--- src/rtl/writeback_queue.sv ---
// rtl/writeback_queue.sv - two-producer write-back FIFO draining onto the register-file write port
//
// Build option: define WBQ_FORWARD_EN to build the read-forwarding lookup.
// Without it, the fwd_* outputs are tied to zero.
//
// Ports:
//   clk, rst                      clock and asynchronous active-high reset
//   mem_valid/mem_reg/mem_data    memory-load write request; mem_ready accepts it
//   alu_valid/alu_reg/alu_data    ALU write request; alu_ready accepts it
//   WriteReg, WriteData           registered register-file write port (idle value 0/0)
//   fwd_reg1/2 -> fwd_hit1/2      combinational lookup of pending writes
//   fwd_data1/2                   data returned by that lookup
//   count                         number of occupied FIFO entries
module writeback_queue #(
    parameter int DEPTH = 4
) (
    input  logic                       clk,
    input  logic                       rst,
    input  logic                       mem_valid,
    input  logic [2:0]                 mem_reg,
    input  logic [7:0]                 mem_data,
    output logic                       mem_ready,
    input  logic                       alu_valid,
    input  logic [2:0]                 alu_reg,
    input  logic [7:0]                 alu_data,
    output logic                       alu_ready,
    output logic [2:0]                 WriteReg,
    output logic [7:0]                 WriteData,
    input  logic [2:0]                 fwd_reg1,
    input  logic [2:0]                 fwd_reg2,
    output logic                       fwd_hit1,
    output logic                       fwd_hit2,
    output logic [7:0]                 fwd_data1,
    output logic [7:0]                 fwd_data2,
    output logic [$clog2(DEPTH):0]     count
);

    localparam int PW = $clog2(DEPTH);
    localparam int CW = PW + 1;

    logic [2:0]    ent_reg_q  [DEPTH];
    logic [2:0]    ent_reg_d  [DEPTH];
    logic [7:0]    ent_data_q [DEPTH];
    logic [7:0]    ent_data_d [DEPTH];
    logic [PW-1:0] wr_ptr_q, wr_ptr_d;
    logic [PW-1:0] rd_ptr_q, rd_ptr_d;
    logic [CW-1:0] count_q, count_d;
    logic [2:0]    write_reg_q, write_reg_d;
    logic [7:0]    write_data_q, write_data_d;

    logic [CW-1:0] free;
    logic          mem_push;
    logic          alu_push;
    logic          pop;
    logic [PW-1:0] alu_slot;

    always_comb begin
        // Free slots give no credit for a pop on the same edge, so the
        // queue can never be over-filled even when it drains concurrently.
        free      = CW'(DEPTH) - count_q;
        mem_ready = (free >= CW'(1));
        alu_ready = (free >= CW'(2)) || ((free >= CW'(1)) && !mem_valid);

        // Writes to R0 are acknowledged but dropped: R0 is hard-wired zero.
        mem_push = mem_valid && mem_ready && (mem_reg != 3'd0);
        alu_push = alu_valid && alu_ready && (alu_reg != 3'd0);
        pop      = (count_q != '0);

        ent_reg_d  = ent_reg_q;
        ent_data_d = ent_data_q;
        // The memory write is the older one, so it takes the first slot.
        alu_slot   = wr_ptr_q + PW'(mem_push);
        if (mem_push) begin
            ent_reg_d[wr_ptr_q]  = mem_reg;
            ent_data_d[wr_ptr_q] = mem_data;
        end
        if (alu_push) begin
            ent_reg_d[alu_slot]  = alu_reg;
            ent_data_d[alu_slot] = alu_data;
        end

        wr_ptr_d = wr_ptr_q + PW'(mem_push) + PW'(alu_push);
        rd_ptr_d = rd_ptr_q + PW'(pop);
        count_d  = count_q + CW'(mem_push) + CW'(alu_push) - CW'(pop);

        write_reg_d  = pop ? ent_reg_q[rd_ptr_q]  : 3'd0;
        write_data_d = pop ? ent_data_q[rd_ptr_q] : 8'd0;
    end

    always_ff @(posedge clk or posedge rst) begin
        if (rst) begin
            for (int i = 0; i < DEPTH; i++) begin
                ent_reg_q[i]  <= '0;
                ent_data_q[i] <= '0;
            end
            wr_ptr_q     <= '0;
            rd_ptr_q     <= '0;
            count_q      <= '0;
            write_reg_q  <= '0;
            write_data_q <= '0;
        end else begin
            ent_reg_q    <= ent_reg_d;
            ent_data_q   <= ent_data_d;
            wr_ptr_q     <= wr_ptr_d;
            rd_ptr_q     <= rd_ptr_d;
            count_q      <= count_d;
            write_reg_q  <= write_reg_d;
            write_data_q <= write_data_d;
        end
    end

    assign WriteReg  = write_reg_q;
    assign WriteData = write_data_q;
    assign count     = count_q;

`ifdef WBQ_FORWARD_EN
    logic [PW-1:0] idx;

    // Scan oldest to youngest so later matches overwrite earlier ones; the
    // output stage is older than every FIFO entry and is checked first.
    always_comb begin
        fwd_hit1  = 1'b0;
        fwd_data1 = 8'd0;
        fwd_hit2  = 1'b0;
        fwd_data2 = 8'd0;
        idx       = '0;
        if (fwd_reg1 != 3'd0 && write_reg_q == fwd_reg1) begin
            fwd_hit1  = 1'b1;
            fwd_data1 = write_data_q;
        end
        if (fwd_reg2 != 3'd0 && write_reg_q == fwd_reg2) begin
            fwd_hit2  = 1'b1;
            fwd_data2 = write_data_q;
        end
        for (int k = 0; k < DEPTH; k++) begin
            idx = rd_ptr_q + PW'(k);
            if (CW'(k) < count_q) begin
                if (fwd_reg1 != 3'd0 && ent_reg_q[idx] == fwd_reg1) begin
                    fwd_hit1  = 1'b1;
                    fwd_data1 = ent_data_q[idx];
                end
                if (fwd_reg2 != 3'd0 && ent_reg_q[idx] == fwd_reg2) begin
                    fwd_hit2  = 1'b1;
                    fwd_data2 = ent_data_q[idx];
                end
            end
        end
    end
`else
    logic unused_fwd;
    assign unused_fwd = ^{fwd_reg1, fwd_reg2};
    assign fwd_hit1   = 1'b0;
    assign fwd_hit2   = 1'b0;
    assign fwd_data1  = 8'd0;
    assign fwd_data2  = 8'd0;
`endif

endmodule
--- config.mk ---
export PLATFORM = sky130hd
export DESIGN_NAME = writeback_queue
export DESIGN_NICKNAME = d
export VERILOG_FILES = /design/src/rtl/writeback_queue.sv
export SDC_FILE = /design/constraint.sdc
export NUM_CORES = 1
export LEC_CHECK = 0
export CAP_MARGIN = 20
export CORE_ASPECT_RATIO = 2
export CORE_MARGIN = 1
export CORE_UTILIZATION = 56
export CTS_CLUSTER_DIAMETER = 150
export DETAILED_ROUTE_END_ITERATION = 6
export PLACE_DENSITY = 0.9
export SYNTH_ARGS = -nofsm -noshare
export SYNTH_HDL_FRONTEND = slang
export SYNTH_SLANG_ARGS = --single-unit
--- constraint.sdc ---
create_clock -name clk -period 6.8 [get_ports clk]
set_clock_uncertainty 0.2 [all_clocks]
set_input_delay 1.36 -clock clk [delete_from_list [all_inputs] [get_ports clk]]
set_output_delay 1.36 -clock clk [all_outputs]
set_load 0.01 [all_outputs]
* Word level (Yosys, flattened, before mapping)
Index checks and enable logic that the tools add are counted.
** Operators by class
- Bitwise logic cells :: 3
- Multiplexer cells :: 24
- Reduce and logical (&&, ||, !) cells :: 12
- $lt $le $gt $ge :: 7
- Add/subtract/negate cells :: 7
** Operators with widths (number)
- $bwmux W32 :: 2
- $mux W32 :: 2
- $mux W8 :: 5
- $demux W8 S2 :: 2
- $bwmux W12 :: 2
- $mux W12 :: 2
- $bmux W8 S2 :: 1
- $mux W3 :: 5
- $demux W3 S2 :: 2
- $ge A3 B3 Y1 const B :: 3
- $not A2 Y3 :: 3
- $reduce_bool A3 Y1 :: 3
- $logic_and A1 B1 Y1 :: 7
- $add A2 B1 Y2 :: 3
- $add A3 B1 Y3 :: 2
- $bmux W3 S2 :: 1
- $lt A3 B1 Y1 const B :: 2
- $ge A3 B1 Y1 const B :: 1
- $ge A3 B2 Y1 const B :: 1
- $sub A3 B1 Y3 :: 1
- $sub A3 B3 Y3 const A :: 1
- $logic_not A1 Y1 :: 1
- $logic_or A1 B1 Y1 :: 1
** Storage, ports and cells
- Input port bits :: 32
- Word-level logic and storage cells :: 66
- Output and inout port bits :: 34
- Flip-flop bits (word level) :: 62

* Logic depth before layout (Yosys ltp)
Gate-level depths: netlist of the first run.
- Word-level depth :: 12
- Gate-level depth with buffers :: 14

* Worst setup path after synthesis of the first run
Ideal clock, no wire load.
- Path type :: flip-flop to flip-flop
- Start point :: reg count_q[1] (netlist: count[1])
- End point :: reg ent_data_q[10] (netlist bit)
- Stages on the path, launching flop included :: 15
- Path buffers :: 3
- Setup time :: 125 ps
- Slack :: 3309 ps
- Arrival :: 3166 ps
- Cells stage by stage :: dfrtp_1 -> inv_1 -> ha_1 -> ha_1 -> or4b_1 -> buf_2 -> and2_4 -> buf_6 -> nand2_1 -> inv_1 -> ha_1 -> xnor2_1 -> nor3b_1 -> buf_2 -> mux2_2
** RTL lines
- start: declaration :: line 47 : logic [CW-1:0] count_q, count_d;
- start signal: assignment :: line 106 : count_q <= count_d;
- end signal: assignment :: line 103 : ent_data_q <= ent_data_d;
- end: declaration :: line 43 : logic [7:0] ent_data_q [DEPTH];

==> results of run 1 <==
final cells by class:
cell class / instances / area, sq um
inverters: 8 / 30.0
well taps: 61 / 76.3
repair buffers: 45 / 440
fillers: 416 / 1750
multi-input cells: 167 / 1700
clock buffers: 12 / 246
clock inverters: 2 / 10.0
flip-flops and latches: 62 / 1550
worst max path at each step:
stage | from | end | slack (ps) | cells after the start
after floorplan | count[1] | ent_data_q[10] | 3310 | 14
after global placement | mem_reg[0] | ent_data_q[26] | 2170 | 9
after detailed placement | mem_reg[0] | ent_data_q[9] | 2050 | 9
after CTS | mem_reg[0] | ent_reg_q[5] | 2370 | 9
after global routing | mem_reg[0] | ent_reg_q[5] | 2220 | 9
final | mem_reg[0] | ent_data_q[9] | 2380 | 9
flip-flops by register name, summed over array words and instances (netlist names):
register,cells
ent_data_q,32
ent_reg_q,12
WriteData,8
WriteReg,3
count,3
rd_ptr_q,2
wr_ptr_q,2
through the flow:
step	utilization [%]	instances	hold WS, ps
finish	69.8	357	413
global route	69.8	357	455
CTS	69.8	357	411
detailed placement	65.4	343	400
global placement	65.4	343	393
floorplan	-	268	325
critical path, delay by kind of cell:
kind,cells,cell delay [ps]
simple gates,3,1430
buf+inv,3,880
mux,1,350
fa+ha+maj,1,220
xor+xnor,1,190
cell usage in the layout, fill, tap and decap left out:
master | synthesis | routed
conb_1 | 1 | 18
and2_4 | 1 | 1
a21o_1 | 1 | 1
dfrtp_1 | 62 | 62
xnor2_1 | 4 | 4
ha_1 | 9 | 9
nand3_1 | 2 | 2
nor2b_1 | 2 | 2
clkinv_2 | 0 | 2
inv_2 | 0 | 1
mux2_2 | 76 | 76
inv_1 | 8 | 7
nand2_1 | 2 | 2
xor2_1 | 3 | 3
o21bai_1 | 1 | 1
or3_1 | 1 | 1
clkbuf_1 | 3 | 2
or4b_1 | 1 | 1
o31ai_1 | 1 | 1
mux4_2 | 11 | 11
nor2_1 | 1 | 1
a21oi_2 | 1 | 1
nor3b_1 | 3 | 3
a32o_1 | 12 | 12
clkbuf_8 | 0 | 1
and2_1 | 12 | 12
clkbuf_16 | 0 | 9
buf_4 | 18 | 4
fa_1 | 1 | 1
clkdlybuf4s50_1 | 0 | 41
nand4_1 | 4 | 4
cells by family (layout without fill, tap and decap cells):
kind of cell	Yosys count	in the layout	share of synthesized area [%]
adder cells (fa/ha/maj)	10	10	3.88
XOR/XNOR	7	7	1.79
flip-flops	62	62	45.4
buffers and inverters	39	67	6.77
AND/OR/NAND/NOR	29	29	5.31
other	1	18	0.110
multiplexers	87	87	32.3
AO/OA/AOI/OAI	16	16	4.43
power groups by stage:
stage               logic, uW  registers [uW]  clock network (uW)
detailed placement       1010             708                   0
global route             1100             736                 419
CTS                      1020             707                 406
global placement          969             696                   0
floorplan                 773             670                   0
finish                   1010             709                 398
routing by layer:
metal / routed length, um / vias up / global-route usage (%)
li1: - / 967 / -
met1: 2510 / 1103 / 25.2
met2: 4040 / 70 / 46.0
met3: 290 / 22 / 6.45
met4: 216 / 0 / 15.4
met5: 0 / - / 0
==> out/metrics.yaml, run 1 <==
synth_top_cells_by_count: "mux2_2 (76), dfrtp_1 (62), buf_4 (18)"
p_switching_uw: 676
fin_crit_ps: 4420
power.internal_uw: 1440
grt.overflow.total: 0
cts_resized: 0
crit_slowest_cell: "nor3b_1"
powerDensity_mw_per_mm2: 523
dp_hpwl_mm: 4.72
final_max_slew_viol_count: 0
ys_types: 29
async_flop_share_pct: 100
clock_path_buffers: 2
yosysTopAreaCell: "dfrtp_1"
hold_class: "flop to flop"
diodes: 0
yosys_warnings: 0
clock-root-buffer: "clkbuf_16"
rsz0062_at_grt: "false"
seq_area_frac_synth_pct: 45.4
wire_per_inst_um: 19.8
vias: 2162
cts_tree: "built"
route.detailed.drc: 6
status: "finished, violations left"
holdCritStartpoint: "ent_reg_q[0]"
die_h_um: 112
layout-drive-gt1-share_pct: 35.8
seq_power_share_pct: 33.5
routed_via_density: 6.06
die_area_sq_mm: 0.00644
synthToLayoutAreaGrowth_pct: 18.6
grt_max_degree: 63
drt_iter0_markers: 69
required_ps: 6820
ir_worst_vdd_mv: 0.265
drtPass1Iterations: 6
worstReg2RegStart: "count[1]"
port_buffers: 41
synth.ff_latch_count: 62
r2r_slack_ps: 2580
finalHoldViolCount: 0
synth_most_common_cell: "mux2_2"
timing.final.ws_setup_ps: 2380
cts_buffers: 9
grt_pass1_vias: 2402
max_stage_delay_ps: 820
p_leak_uw: 0.00173
violations: "design-rule violations"
dp_slack_ps: 2050
hold_buffers: 0
nets: 335
gp_congestion: 0.740
detail-route-antenna-nets: 0
cp.arrival_ps: 4430
synthTopCellsByArea: "dfrtp_1 (45%), mux2_2 (25%), mux4_2 (7.3%), buf_4 (4.0%), a32o_1 (3.5%)"
crit_type: "input pin to flop"
p_clk_share_pct: 18.8
max_slew.worst_pin.slew_ps: 996
crit_path_end_kind: "flop"
slew_headroom_pct: 33.5
wl_mm: 7.06
cap_violations: 0
holdPathStages: 2
grt_pass1_wl_mm: 11.8
cts_max_level: 3
power_uw: 2120
die_w_um: 57.2
synth_edf_count: 0
path_max_fanout: 7
cts_sinks: 62
ioPinCount: 66
fin_crit_sh_pct: 65.0
initial_core_util_pct: 58.8
stdcell_area_sq_mm: 0.00405
clock_latency_ps: 330
timing.rr.end: "ent_data_q[9]"
fmaxAchievable_mhz: 226
synthCells: 251
cp-start-kind: "input pin"
setup_viol: 0
worstRegToRegCells: 12
netlist.area_leader.share_pct: 45.4
sw_frac_of_total_pct: 31.9
cts_setup_buffers: 0
cp_cell_sequence: "clkdlybuf4s50_1 -> or3_1 -> nand2_1 -> inv_1 -> ha_1 -> xnor2_1 -> nor3b_1 -> buf_4 -> mux2_2"
syn-mean-instance-area_sq_um: 13.6
synth-main-ff-cell: "dfrtp_1"
grt_antenna_before_repair: 0
grtUsageTotal_pct: 25.5
synth_area_sq_mm: 0.00342
rows: 39
finalSetupTns_ps: 0
dpl_cell_area_sq_mm: 0.00380
clkSlewWorstSetupHoldPaths_ps: 50
whs_endpoint: "ent_reg_q[0]"
core_sq_mm: 0.00581
p_comb_share_pct: 47.8
No activity file was read; power rests on OpenSTA's default activity.
==> run 2: changes to the inputs <==
- CORE_UTILIZATION: 56 -> 52
- PLACE_DENSITY: 0.9 -> 0.85
- clock period: 6.8 -> 4.2 ns (I/O delays scaled with it)
==> run 2 against run 1 <==
Against the previous run: via count decreased by 1.9%; combinational power rose by 63%; cell count rose by 7.8%; clock power grew 82%; the run now ends clean; critical path depth up 3; routed wire length stayed put; sequential cell count unchanged; register-to-register slack worse by 2000 ps; first-iteration DRC count decreased by 4.3%; worst setup slack lost 1800 ps; critical endpoint is now ent_data_q[31].
==> out/metrics.yaml, run 2 (synthesized netlist as in run 1, its figures left out) <==
rows: 41
r2r_slack_ps: 570
path_max_fanout: 13
final_common_cell: "mux2_2"
fin_crit_sh_pct: 86.5
worstRegToRegCells: 12
grt_antenna_before_repair: 0
fin_crit_ps: 3630
p_leak_uw: 0.00176
status: "completed"
hold_buffers: 0
clock_latency_ps: 330
cpMostUsedCell: "ha_1"
grt_use_met3_pct: 5.43
detail-route-antenna-nets: 0
ir_worst_vdd_mv: 0.474
route.detailed.drc: 0
cts_sinks: 62
grtUsageTotal_pct: 23.6
fmaxAchievable_mhz: 275
finalSetupTns_ps: 0
slew_headroom_pct: 47.4
cts_resized: 0
finalHoldViolCount: 0
drt_iter0_markers: 66
grt.overflow.total: 0
clock_path_buffers: 2
clock-root-buffer: "clkbuf_16"
crit_end: "ent_data_q[31]"
crit_type: "flop to flop"
gp_congestion: 0.737
cts_tree: "built"
routed_via_density: 5.51
cp-startpoint: "count[1]"
nets: 338
grt_pass1_wl_mm: 11.3
grtUsageMet2_pct: 40.7
max_stage_delay_ps: 560
setup_viol: 0
grt_max_degree: 34
cpLargestDelayFamily: "simple AND/OR/NAND/NOR gates"
final_max_slew_viol_count: 0
port_buffers: 41
layout-drive-gt1-share_pct: 36.5
vias: 2120
layout_common_cells: "mux2_2 (76), dfrtp_1 (62), clkdlybuf4s50_1 (41), conb_1 (18)"
top_register: "ent_data_q"
die_h_um: 117
cap_violations: 0
initial_core_util_pct: 54.2
cp.arrival_ps: 3640
rsz0062_at_grt: "false"
cp.depth: 12
crit_slowest_cell: "or4b_1"
max_slew.worst_pin.slew_ps: 788
cts_max_level: 3
drtPass1Iterations: 4
die_area_sq_mm: 0.00692
hold_slack_ps: 422
synthToLayoutAreaGrowth_pct: 21.2
core_sq_mm: 0.00631
clkSlewWorstSetupHoldPaths_ps: 50
worst-path-buf-inv: 3
wire_per_inst_um: 18.3
dp_hpwl_mm: 4.68
diodes: 0
worstReg2RegStart: "count[1]"
largest_reg_flops: 32
wl_mm: 7.06
timing.rr.end: "ent_data_q[31]"
required_ps: 4210
ioPinCount: 66
grt_pass1_vias: 2296
grt_util_met1_pct: 24.7
cts_buffers: 9
cp-start-kind: "flop"
powerDensity_mw_per_mm2: 850
cts_setup_buffers: 0
hold_class: "flop to flop"
fill_cells: 469
crit_path_end_kind: "flop"
cp_cell_sequence: "inv_1 -> ha_1 -> ha_1 -> or4b_1 -> and2_4 -> nand2_1 -> inv_1 -> ha_1 -> xor2_1 -> nor3b_1 -> buf_4 -> mux2_2"
die_w_um: 59.3
gr-max-usage-layer: "met2"
-- run 2: per-stage QoR --
step / area (sq um) / std cells / power, uW / setup slack [ps] / utilization, %
finish: 4140 / 385 / 3520 / 568 / 65.6
detailed placement: 3850 / 371 / 2790 / 612 / 61.0
global placement: 3850 / 371 / 2710 / 669 / 61.0
global route: 4140 / 385 / 3740 / 336 / 65.6
CTS: 4140 / 385 / 3550 / 573 / 65.6
floorplan: 3480 / 268 / 2340 / 709 / -
-- run 2: worst min path at each step --
stage,startpoint,to,slack [ps],cells past startpoint
global route,ent_reg_q[0],ent_reg_q[0],440,2
detailed placement,count[2],count[2],400,2
floorplan,rd_ptr_q[0],rd_ptr_q[0],330,1
finish,ent_reg_q[7],ent_reg_q[7],420,2
CTS,ent_reg_q[1],ent_reg_q[1],420,2
global placement,count[0],count[0],390,1
-- run 2: routing by layer --
| layer | share of wire (%) | wire length (um) | vias to the layer above |
|---|---|---|---|
| met4 | 4.0 | 284 | 0 |
| li1 | - | - | 977 |
| met3 | 4.0 | 279 | 23 |
| met5 | 0 | 0 | - |
| met1 | 38 | 2660 | 1053 |
| met2 | 54 | 3840 | 67 |
-- run 2: layout make-up --
| cell class | instances | area (sq um) | area share (%) |
|---|---|---|---|
| inverters | 8 | 30.0 | 0.725 |
| multi-input cells | 167 | 1700 | 41.0 |
| flip-flops and latches | 62 | 1550 | 37.5 |
| well taps | 86 | 108 | 2.60 |
| repair buffers | 48 | 463 | 11.2 |
| clock inverters | 1 | 30.0 | 0.725 |
| clock buffers | 13 | 260 | 6.29 |
-- run 2: worst min-delay path, stage by stage, from the launching register on --
cell     delay (ps)
dfrtp_1         340
a32o_1          120
mux2_2          130
-- run 2: power breakdown --
part | internal, uW | switching, uW | leakage, uW | total (uW)
sequential | 925 | 224 | 0.000738 | 1150
clock | 484 | 241 | 0.000142 | 725
combinational | 1020 | 624 | 0.000878 | 1650
==> run 3: changes to the inputs <==
--- a/config.mk
+++ b/config.mk
@@ -12,2 +12,3 @@
 export CTS_CLUSTER_DIAMETER = 150
+export CTS_CLUSTER_SIZE = 10
 export DETAILED_ROUTE_END_ITERATION = 6
--- a/constraint.sdc
+++ b/constraint.sdc
@@ -4,2 +4,2 @@
 set_output_delay 0.84 -clock clk [all_outputs]
-set_load 0.01 [all_outputs]
+set_load 0.05 [all_outputs]
==> results of run 3 <==
Same layout as run 2 (identical final DEF). Status: completed.
Main changes from that run: setup slack after layout 568 ps -> 497 ps; end point of the critical path ent_data_q[31] -> mem_ready; total power 3520 uW -> 3790 uW; worst IR drop on VDD 0.474 mV -> 0.481 mV
